<file path="src/rtl/blake2_pkg.sv">
// Shared definitions for the BLAKE2 digest path: bus/digest defaults,
// word-count helpers and the unloader FSM state type.
package blake2_pkg;

  localparam int unsigned BUS_WIDTH_DEF    = 32'd64;
  localparam int unsigned DIGEST_WIDTH_DEF = 32'd512;

  function automatic int unsigned words_of(input int unsigned digest_w, input int unsigned bus_w);
    return digest_w / bus_w;
  endfunction

  // A request of zero, or one larger than the digest holds, means the full digest.
  function automatic int unsigned effective_words(input int unsigned req, input int unsigned words);
    return ((req == 32'd0) || (req > words)) ? words : req;
  endfunction

  typedef enum logic [0:0] {
    UNL_IDLE = 1'b0,
    UNL_SEND = 1'b1
  } unl_state_e;

endpackage

</file>
<file path="src/rtl/digest_unloader_rise_detect.sv">
// Registered rising-edge detector. After reset the input must be seen low
// once before an edge can fire, so a level held across reset is not an event.
module rise_detect (
  input  logic clk,
  input  logic reset_n,
  input  logic sig_i,
  output logic rise_o
);

  logic dly_q;
  logic arm_q;

  // Delay register plus arm flag that waits for the input to be seen low.
  always_ff @(posedge clk or negedge reset_n) begin
    if (!reset_n) begin
      dly_q <= 1'b0;
      arm_q <= 1'b0;
    end else begin
      dly_q <= sig_i;
      arm_q <= arm_q | ~sig_i;
    end
  end

  assign rise_o = sig_i & ~dly_q & arm_q;

endmodule

</file>
<file path="src/rtl/digest_unloader.sv">
// Captures a hash digest on a digest_valid rising edge and streams it out
// word by word over a valid/ready bus, with overrun and flush handling.
module digest_unloader
  import blake2_pkg::*;
#(
  parameter int unsigned BUS_WIDTH    = BUS_WIDTH_DEF,
  parameter int unsigned DIGEST_WIDTH = DIGEST_WIDTH_DEF,
  localparam int unsigned WORDS = words_of(DIGEST_WIDTH, BUS_WIDTH),
  localparam int unsigned CW    = $clog2(WORDS) + 1
) (
  input  logic                    clk,
  input  logic                    reset_n,
  input  logic                    digest_valid,
  input  logic [DIGEST_WIDTH-1:0] digest,
  input  logic [CW-1:0]           out_words,
  output logic [BUS_WIDTH-1:0]    dout,
  output logic                    dout_valid,
  input  logic                    dout_ready,
  output logic                    dout_last,
  output logic                    busy,
  output logic                    overrun,
  input  logic                    clear_overrun,
  input  logic                    flush
);

  unl_state_e              state_q, state_d;
  logic [CW-1:0]           idx_q, idx_d;
  logic [CW-1:0]           n_q, n_d;
  logic [DIGEST_WIDTH-1:0] cap_q, cap_d;
  logic [BUS_WIDTH-1:0]    dout_q, dout_d;
  logic                    valid_q, valid_d;
  logic                    last_q, last_d;
  logic                    busy_q, busy_d;
  logic                    overrun_q, overrun_d;

  logic                    evt_s;
  logic                    xfer_s;
  logic                    ovr_set_s;
  logic [CW-1:0]           n_eff_s;
  logic [CW-1:0]           nxt_idx_s;
  logic [BUS_WIDTH-1:0]    nxt_word_s;

  rise_detect u_rise (
    .clk     (clk),
    .reset_n (reset_n),
    .sig_i   (digest_valid),
    .rise_o  (evt_s)
  );

  assign n_eff_s   = CW'(effective_words(32'(out_words), WORDS));
  assign xfer_s    = valid_q & dout_ready;
  assign nxt_idx_s = idx_q + CW'(1);

  // Select the captured word that follows the one currently presented.
  always_comb begin
    nxt_word_s = '0;
    for (int w = 0; w < int'(WORDS); w++) begin
      nxt_word_s = (nxt_idx_s == CW'(w)) ? cap_q[w*BUS_WIDTH +: BUS_WIDTH] : nxt_word_s;
    end
  end

  // Next-state and registered-output logic for the unload FSM.
  always_comb begin
    state_d   = state_q;
    idx_d     = idx_q;
    n_d       = n_q;
    cap_d     = cap_q;
    dout_d    = dout_q;
    valid_d   = valid_q;
    last_d    = last_q;
    busy_d    = busy_q;
    ovr_set_s = 1'b0;

    case (state_q)
      UNL_IDLE: begin
        if (evt_s) begin
          state_d = UNL_SEND;
          cap_d   = digest;
          n_d     = n_eff_s;
          idx_d   = '0;
          dout_d  = digest[BUS_WIDTH-1:0];
          valid_d = 1'b1;
          last_d  = (n_eff_s == CW'(1));
          busy_d  = 1'b1;
        end else begin
          state_d = UNL_IDLE;
        end
      end
      UNL_SEND: begin
        if (flush) begin
          state_d = UNL_IDLE;
          idx_d   = '0;
          cap_d   = '0;
          dout_d  = '0;
          valid_d = 1'b0;
          last_d  = 1'b0;
          busy_d  = 1'b0;
        end else if (xfer_s && last_q) begin
          // A new digest arriving on the final transfer chains straight on.
          if (evt_s) begin
            cap_d   = digest;
            n_d     = n_eff_s;
            idx_d   = '0;
            dout_d  = digest[BUS_WIDTH-1:0];
            valid_d = 1'b1;
            last_d  = (n_eff_s == CW'(1));
            busy_d  = 1'b1;
          end else begin
            state_d = UNL_IDLE;
            idx_d   = '0;
            cap_d   = '0;
            dout_d  = '0;
            valid_d = 1'b0;
            last_d  = 1'b0;
            busy_d  = 1'b0;
          end
        end else if (xfer_s) begin
          idx_d     = nxt_idx_s;
          dout_d    = nxt_word_s;
          last_d    = (nxt_idx_s == (n_q - CW'(1)));
          ovr_set_s = evt_s;
        end else begin
          ovr_set_s = evt_s;
        end
      end
      default: begin
        state_d = UNL_IDLE;
        idx_d   = '0;
        n_d     = '0;
        cap_d   = '0;
        dout_d  = '0;
        valid_d = 1'b0;
        last_d  = 1'b0;
        busy_d  = 1'b0;
      end
    endcase

    if (ovr_set_s) begin
      overrun_d = 1'b1;
    end else if (clear_overrun) begin
      overrun_d = 1'b0;
    end else begin
      overrun_d = overrun_q;
    end
  end

  // State and output registers.
  always_ff @(posedge clk or negedge reset_n) begin
    if (!reset_n) begin
      state_q   <= UNL_IDLE;
      idx_q     <= '0;
      n_q       <= '0;
      cap_q     <= '0;
      dout_q    <= '0;
      valid_q   <= 1'b0;
      last_q    <= 1'b0;
      busy_q    <= 1'b0;
      overrun_q <= 1'b0;
    end else begin
      state_q   <= state_d;
      idx_q     <= idx_d;
      n_q       <= n_d;
      cap_q     <= cap_d;
      dout_q    <= dout_d;
      valid_q   <= valid_d;
      last_q    <= last_d;
      busy_q    <= busy_d;
      overrun_q <= overrun_d;
    end
  end

  assign dout       = dout_q;
  assign dout_valid = valid_q;
  assign dout_last  = last_q;
  assign busy       = busy_q;
  assign overrun    = overrun_q;

endmodule

</file>
<file path="config.mk">
export PLATFORM = sky130hd
export DESIGN_NAME = digest_unloader
export DESIGN_NICKNAME = d
export VERILOG_FILES = /design/src/rtl/blake2_pkg.sv /design/src/rtl/digest_unloader_rise_detect.sv /design/src/rtl/digest_unloader.sv
export SDC_FILE = /design/constraint.sdc
export NUM_CORES = 1
export LEC_CHECK = 0
export CAP_MARGIN = 10
export CORE_ASPECT_RATIO = 0.5
export CORE_MARGIN = 1.5
export CORE_UTILIZATION = 30
export DETAILED_ROUTE_END_ITERATION = 12
export GPL_ROUTABILITY_DRIVEN = 0
export HOLD_SLACK_MARGIN = 0.1
export MAX_ROUTING_LAYER = met4
export SYNTH_ARGS = -nofsm -noshare
export SYNTH_HDL_FRONTEND = slang
export SYNTH_HIERARCHICAL = 1
export SYNTH_SLANG_ARGS = --single-unit
</file>
<file path="constraint.sdc">
create_clock -name clk -period 5.15 [get_ports clk]
set_clock_uncertainty 0.2 [all_clocks]
set_input_delay 1.03 -clock clk [delete_from_list [all_inputs] [get_ports clk]]
set_output_delay 1.03 -clock clk [all_outputs]
set_load 0.005 [all_outputs]
</file>
-- Yosys cells after proc, flatten, opt, wreduce, memory -nomap -nowiden
Index checks and enable logic that the tools add are counted.
- bits in registers: 590
- input bits: 522
- logic and storage cells: 90
- $add $sub $neg: 2
- order comparisons: 1
- equality and inequality tests: 14
- muxes and demuxes: 48
- bitwise gates (word level): 7
- reduce and logical (&&, ||, !) cells: 8
- operator list (kind ; number):
    2-to-1 mux 512 bit ; 4
    case mux 512 bit (2 select lines) ; 1
    2-to-1 mux 64 bit ; 13
    case mux 64 bit (2 select lines) ; 1
    2-to-1 mux 4 bit ; 8
    equality test 4 x 3 -> 1 bit (second input constant) ; 4
    2-to-1 mux 1 bit ; 16
    case mux 4 bit (2 select lines) ; 2
    equality test 4 x 1 -> 1 bit (second input constant) ; 2
    equality test 4 x 2 -> 1 bit (second input constant) ; 2
    logical NOT 4 bit ; 2
    case mux 1 bit (2 select lines) ; 3
    AND reduction 2 bit ; 3
    adder 4 x 1 -> 4 bit (second input constant) ; 1
    equality test 4 bit ; 1
    > comparator 4 bit (second input constant) ; 1
    inequality test 2 bit (second input constant) ; 2
    inequality test 4 x 2 -> 1 bit (second input constant) ; 1
    subtractor 4 x 1 -> 4 bit (second input constant) ; 1
    AND 1 bit ; 3
    inequality test 3 x 2 -> 1 bit (second input constant) ; 1
    NOT 1 bit ; 3
    inequality test 2 x 1 -> 1 bit (second input constant) ; 1
    nonzero test 2 bit ; 1
    other kinds (3) ; 3

-- Logic depth before layout (Yosys ltp)
Gate-level depths: netlist (run 1).
- depth after elaboration: 14
- mapped depth: 11
- gate-level depth less buffers: 8

-- By module
Netlist (run 1), hierarchy kept.
- by module, submodules not included (module ; instances ; cells each ; area an instance (sq um) ; sequential area each (sq um)):
    digest_unloader ; 1 ; 2501 ; 26919.6 ; 14714.1
    rise_detect ; 1 ; 4 ; 65.1 ; 50.0

-- Least setup slack after synthesis (run 1)
OpenSTA, ideal clock, no wires.
- path kind: in2reg
- start: input digest_valid
- end: register dout_q[50], in the netlist dout[50]
- setup time: 0.136 ns
- arrival: 2.640 ns
- required time: 4.814 ns
- setup slack: 2.174 ns
- cell stages on the path: 9
- path buffers: 2
- cells stage by stage: and3b_1 > nor2_2 > a211o_1 > buf_2 > clkbuf_1 > nor4_1 > a221o_1 > a31oi_1 > o41ai_1
- cells in the longest elaborated chain, start to end: 6
- elaborated cells on any way between the ends: 8
- those cells by class: 1 x eq/ne; 4 x mux; 2 x bitwise; 1 x reduce/logical
- ends and longest elaborated chain (element ; RTL line ; text):
    start, declared ; digest_unloader.sv:13 ; input logic digest_valid,
    AND 1 bit (*) (2 in series) ; digest_unloader_rise_detect.sv:24 ; assign rise_o = sig_i & ~dly_q & arm_q;
    2-to-1 mux 64 bit ; digest_unloader.sv:100 ; if (evt_s) begin
    2-to-1 mux 64 bit ; digest_unloader.sv:98 ; end else if (xfer_s && last_q) begin
    2-to-1 mux 64 bit ; digest_unloader.sv:90 ; if (flush) begin
    case mux 64 bit (2 select lines) ; digest_unloader.sv:74 ; case (state_q)
    end signal, assigned ; digest_unloader.sv:164 ; dout_q <= dout_d;
    end, declared ; digest_unloader.sv:30 ; logic [BUS_WIDTH-1:0] dout_q, dout_d;
Every way passes the cells marked *; elsewhere a longest branch is shown, timed or not.
A chain may end at the register's enable or synchronous reset.

-- Final worst setup path (run 1)
- start: register idx_q[0]
- end: register dout_q[1], in the netlist dout[1]
- cells in the longest elaborated chain, start to end: 14
- elaborated cells on any way between the ends: 21
- those cells by class: 1 x add/sub; 7 x eq/ne; 12 x mux; 1 x reduce/logical
- ends and longest elaborated chain (element ; RTL line ; text):
    start, declared ; digest_unloader.sv:27 ; logic [CW-1:0] idx_q, idx_d;
    start signal, assigned ; digest_unloader.sv:161 ; idx_q <= idx_d;
    adder 4 x 1 -> 4 bit (*) ; digest_unloader.sv:52 ; assign nxt_idx_s = idx_q + CW'(1);
    logical NOT 4 bit ; digest_unloader.sv:58 ; nxt_word_s = (nxt_idx_s == CW'(w)) ? cap_q[w*BUS_WIDTH +: BUS_WIDTH] : nxt_word_s;
    2-to-1 mux 64 bit (7 in series) ; digest_unloader.sv:58 ;
    2-to-1 mux 64 bit (*) ; digest_unloader.sv:58 ;
    2-to-1 mux 64 bit (*) ; digest_unloader.sv:117 ; end else if (xfer_s) begin
    2-to-1 mux 64 bit (*) ; digest_unloader.sv:98 ;
    2-to-1 mux 64 bit (*) ; digest_unloader.sv:90 ;
    case mux 64 bit (2 select lines) (*) ; digest_unloader.sv:74 ;
Every way passes the cells marked *; elsewhere a longest branch is shown, timed or not. The select of a mux whose other input is x is not followed.

==> results of run 1 <==
==> metrics by stage <==
step	worst slack, ns	std cells
3_5_place_dp	0.798	4065
6_report	0.957	4240
3_3_place_gp	0.905	4065
2_1_floorplan	2.17	2505
5_1_grt	0.844	4239
4_1_cts	1.08	4174
==> cells in the final DEF (no fill, tap or decap), drive strengths merged, types with 6 or more instances in the layout <==
cell,count
inv,19
clkinv,16
bufinv,7
o21ai,80
a31oi,55
a22o,463
or3,8
o22ai,8
nand2,184
diode,66
o31ai,7
a21oi,110
nor3,7
clkbuf,78
a221o,55
ha,6
nor4,57
a22oi,120
nor2,176
nor3b,7
o41ai,57
dfrtp,590
a21o,57
clkdlybuf4s50,588
buf,65
and3,62
o32ai,7
a2111oi,55
==> registers in the layout, summed over array words and instances, names as in the netlist <==
name,cells
dout_last,1
busy,1
u_rise/dly_q,1
dout,64
cap_q,512
overrun,1
n_q,4
u_rise/arm_q,1
idx_q,4
state_q,1
==> power breakdown <==
| part | switching [mW] | internal, mW |
|---|---|---|
| logic | 4.18 | 2.77 |
| clock network | 1.98 | 2.64 |
| registers | 0.858 | 5.94 |
==> worst paths after layout <==
check / startpoint / cells past startpoint / to
setup / recovery: idx_q[0] / 9 / dout[1]
hold / removal: reset_n / 1 / cap_q[438]
setup reg to reg: idx_q[0] / 9 / dout[1]
hold reg to reg: u_rise/arm_q / 1 / u_rise/arm_q
max in group asynchronous: reset_n / 2 / cap_q[339]
min in group clk: u_rise/arm_q / 1 / u_rise/arm_q
==> cells by family after synthesis <==
family	after synthesis
AO/OA/AOI/OAI	1084
flip-flops	590
AND/OR/NAND/NOR	524
buffers and inverters	294
XOR/XNOR	7
adder cells (fa/ha/maj)	6
==> area by class of cell <==
cell class / count / area (um2)
diodes: 66 / 165
flip-flops and latches: 590 / 14800
well taps: 1185 / 1480
inverters: 16 / 60.1
multi-input cells: 1621 / 11200
clock inverters: 31 / 365
fillers: 8492 / 52400
repair buffers: 653 / 6620
clock buffers: 78 / 1680
==> per-layer routing <==
layer	track usage, %	wire length [um]	vias up
met4	15.3	4890	0
met5	-	0	-
met1	29.7	43900	12700
met3	2.71	6070	217
met2	40.0	59000	1005
li1	-	-	10700
==> critical path, delay by kind of cell, from the launching register on <==
family	cells	cell delay [ns]
AOI/OAI and AO/OA	4	1.39
buffers and inverters	2	1.09
DFF	1	0.59
adders and majority gates	1	0.41
and+or+nand+nor	2	0.26
==> results.ini, run 1 <==
[logic_synthesis]
yosysTopAreaCell = dfrtp_1
synth_compound_area_share_pct = 31.4
synth_edf_count = 0
synthTopCellsByCount = 590 x dfrtp_1, 463 x a22o_1, 184 x nand2_1
syn_area_per_cell_um2 = 10.8
synth.area.top_cells = dfrtp_1 55%, a22o_1 15%, a22oi_1 3.3%
ys_seq_area_share_pct = 54.7
synthAdderAreaFrac_pct = 0.278
synthFlopType = dfrtp_1
syn_inst = 2505
ys_types = 48
synth-simple-area-share_pct = 8.84
syn-cell-area_mm2 = 0.0270
synthMuxAreaShare_pct = 0
synth_top_family_by_area = compound AO/OA/AOI/OAI gates
synth_xor_area_share_pct = 0.227
ys_ff_latch = 590
yosysWarnings = 6
yosys.cell_count.top_type = dfrtp_1
synth_top_area_share_pct = 54.7
ys_async_sr_fraction_pct = 100
synth_nets = 3033

[sta]
max_freq_mhz = 238
hold-worst-slack_ns = 0.147
layout_min_cycle_time_ns = 4.19
setup_viol = 0
hold_violations = 0
worst_pin_slew_ns = 1.22
fin_crit_sh_pct = 81.4
rsz0062_at_grt = no
setup-tns-final_ns = 0
max-slew-margin-rel_pct = 18.3
slew_violations = 0

[routing]
drtIter0Drc = 2840
vias = 24600
wire_per_inst_um = 26.9
ant_nets = 0
vias_per_cell = 5.80
drt_wl_total_mm = 114
drc = 0
dr.pass1.iters = 6

[global_route]
grt_start_max_net_pins = 121
globalRouteOverflowTotal = 0
grt_pass1_wl_mm = 166
track_usage_pct = 24.8
grt_pass1_vias = 24700
antenna_found_initial = 66

[placement]
numPortBuffers = 589
dp_hpwl_mm = 76.5
dpl_cell_area_mm2 = 0.0341

[floorplanning]
start_util_pct = 30.4
die_w_um = 427
pin_count = 590
coreArea_mm2 = 0.0887
die_height_um = 215
die_area_mm2 = 0.0919
rows = 77

[clock_tree]
clkLatencyLatePin_ns = 0.65
cts_max_level = 2
cts_tree = built
postCtsSetupBuffers = 0
clk_pin_slew_worst_paths_ns = 0.07
ctsHoldBuffers = 0
clock-root-buffer = clkbuf_16
clock_path_buffers = 3
cts.sinks = 590
cts_resized = 0
numCtsBuffers = 58

[critical_path]
critPathMaxFanout = 50
path_cells = ha_1 > nor2b_1 > a32oi_4 > buf_4 > nor4_2 > buf_4 > a221o_1 > a31oi_1 > o41ai_1
end_kind = flip-flop
slowest_delay_ns = 0.78
crit_top_cell = buf_4
cp_slowest_cell = buf_4
crit_arrival_ns = 4.46
cp-start-kind = flip-flop
path_class = flip-flop to flip-flop
ff2ff_setup_slack_ns = 0.96
required_ns = 5.42

[flow_run]
max-cap-violations = 0

[outcome]
status = completed

[pwr]
ir_drop_uv = 348
p_leak_nw = 15.9
total_power_mw = 18.4
p_per_area_mw_per_mm2 = 506

[layout]
synthToLayoutAreaGrowth_pct = 34.5
final_core_util_pct = 40.9
layout-drive-gt1-share_pct = 6.56
final_area_mm2 = 0.0363
nets = 3468

[worst_hold_path]
hp-class = primary input to async pin

No activity file was read; power rests on OpenSTA's default activity.
==> run 2, diff against run 1 <==
==> constraint.sdc (replaced) <==
create_clock -name clk -period 3.5 [get_ports clk]
set_clock_uncertainty 0.2 [all_clocks]
set_input_delay 0.7 -clock clk [delete_from_list [all_inputs] [get_ports clk]]
set_output_delay 0.7 -clock clk [all_outputs]
set_load 0.005 [all_outputs]
==> results.ini, run 2 (synthesis gave the netlist of run 1 again) <==
[critical_path]
ff2ff_setup_slack_ns = 0.27
path_class = flip-flop to flip-flop
critPathMaxFanout = 30
crit_end = dout[6]
cp-start-kind = flip-flop
crit_arrival_ns = 3.52
required_ns = 3.79
end_kind = flip-flop
cp-startpoint = idx_q[0]
crit_family = compound AO/OA/AOI/OAI gates
path_cells = ha_1 > nor2b_1 > a32oi_4 > buf_4 > nor4_1 > a221o_1 > a31oi_1 > o41ai_1
regToRegStartpoint = idx_q[0]
slowest_delay_ns = 0.58
crit_buf_inv = 1
rr_endpoint = dout[6]
cp_num_cells = 8
r2r_cells = 8
cp_slowest_cell = dfrtp_1

[sta]
hold-worst-slack_ns = 0.276
max-slew-margin-rel_pct = 40.9
fin_crit_sh_pct = 92.2
fin_ws_ns = 0.274
layout_min_cycle_time_ns = 3.23
setup_viol = 0
hold_violations = 0
setup-tns-final_ns = 0
max_freq_mhz = 310
worst_pin_slew_ns = 0.883
slew_violations = 0
rsz0062_at_grt = no

[placement]
dp_slack_ns = 0.0748
numPortBuffers = 589
dp_cells = 4088
dp_hpwl_mm = 78.1

[clock_tree]
cts.sinks = 590
cts_max_level = 2
numCtsBuffers = 58
ctsHoldBuffers = 1
cts_resized = 0
clock_path_buffers = 3
clock-root-buffer = clkbuf_16
cts_tree = built
clk_pin_slew_worst_paths_ns = 0.07
clkLatencyLatePin_ns = 0.64
postCtsSetupBuffers = 0

[pwr]
p_per_area_mw_per_mm2 = 739
total_power_mw = 27.1
p_leak_nw = 16.1
ir_drop_uv = 530

[global_route]
use_met2_pct = 40.3
globalRouteMet3Util_pct = 2.63
grt_pass1_vias = 25000
grt_pass1_wl_mm = 167
grt_start_max_net_pins = 146
busiest_layer = met2
track_usage_pct = 24.7
antenna_found_initial = 50
grtUsageMet1_pct = 29.3
globalRouteOverflowTotal = 0

[floorplanning]
start_util_pct = 30.4
coreArea_mm2 = 0.0887
pin_count = 590
die_w_um = 427
die_height_um = 215
rows = 77
die_area_mm2 = 0.0919

[outcome]
status = completed

[layout]
layout-drive-gt1-share_pct = 6.88
final_common_cell = dfrtp_1
largest-register = cap_q
largest_reg_flops = 512
stdcell_count = 4243
nets = 3492
synthToLayoutAreaGrowth_pct = 35.7
layout_common_cells = 590 x dfrtp_1, 588 x clkdlybuf4s50_1, 463 x a22o_1

[flow_run]
max-cap-violations = 0

[routing]
vias = 24600
dr.pass1.iters = 5
ant_nets = 0
drtIter0Drc = 2503
drc = 0
drt_wl_total_mm = 114
vias_per_cell = 5.79
wire_per_inst_um = 26.9

[worst_hold_path]
hp-class = flip-flop to flip-flop

==> run 2: cell types whose count changed in the layout (fill, tap and decap cells not counted), moves of 3 or more <==
cell and delta:
clkinvlp_4 -4, clkinv_2 -4, clkbuf_1 +8, buf_12 +21, bufinv_16 -3, diode_2 -17
==> run 2: worst min-delay path by stage <==
| stage | from | to | slack (ns) | cells after the start |
|---|---|---|---|---|
| 6_report | cap_q[435] | cap_q[435] | 0.28 | 2 |
| 5_1_grt | cap_q[444] | cap_q[444] | 0.31 | 2 |
| 4_1_cts | u_rise/arm_q | u_rise/arm_q | 0.27 | 1 |
| 3_5_place_dp | u_rise/arm_q | u_rise/arm_q | 0.25 | 1 |
| 3_3_place_gp | u_rise/arm_q | u_rise/arm_q | 0.24 | 1 |
| 2_1_floorplan | reset_n | busy | 0.20 | 0 |
==> run 2: layer usage <==
metal / vias to the layer above / part of all wire (%)
met4: 0 / 5.7
met2: 1032 / 50
met3: 282 / 5.2
li1: 10700 / -
met1: 12600 / 39
met5: - / 0
==> run 2: area by class of cell <==
type                       instances  area, um2
clock buffer                      88       1750
clock inverter                    17        191
timing repair buffer             677       7060
inverter                          16       60.1
tap                             1185       1480
fill                            8442      52100
antenna                           49        123
sequential                       590      14800
multi-input combinational       1621      11200
==> run 2: worst reg2reg max path: stages (launching register included) <==
cell and delay [ns]:
dfrtp_1 0.58, ha_1 0.42, nor2b_1 0.14, a32oi_4 0.47, buf_4 0.51, nor4_1 0.17
a221o_1 0.29, a31oi_1 0.20, o41ai_1 0.12
==> run 2: through the flow <==
stage	utilization [%]	instance area [um2]
after floorplan	-	27000
after global placement	38.9	34500
after global routing	41.3	36600
final	41.3	36600
after detailed placement	38.9	34500
after CTS	41.1	36500
==> run 2: power by group <==
part	total [mW]	internal (mW)	leakage (nW)	switching, mW
sequential	10.0	8.74	7.82	1.31
clock	6.55	3.71	0.962	2.84
combinational	10.5	4.32	7.29	6.15
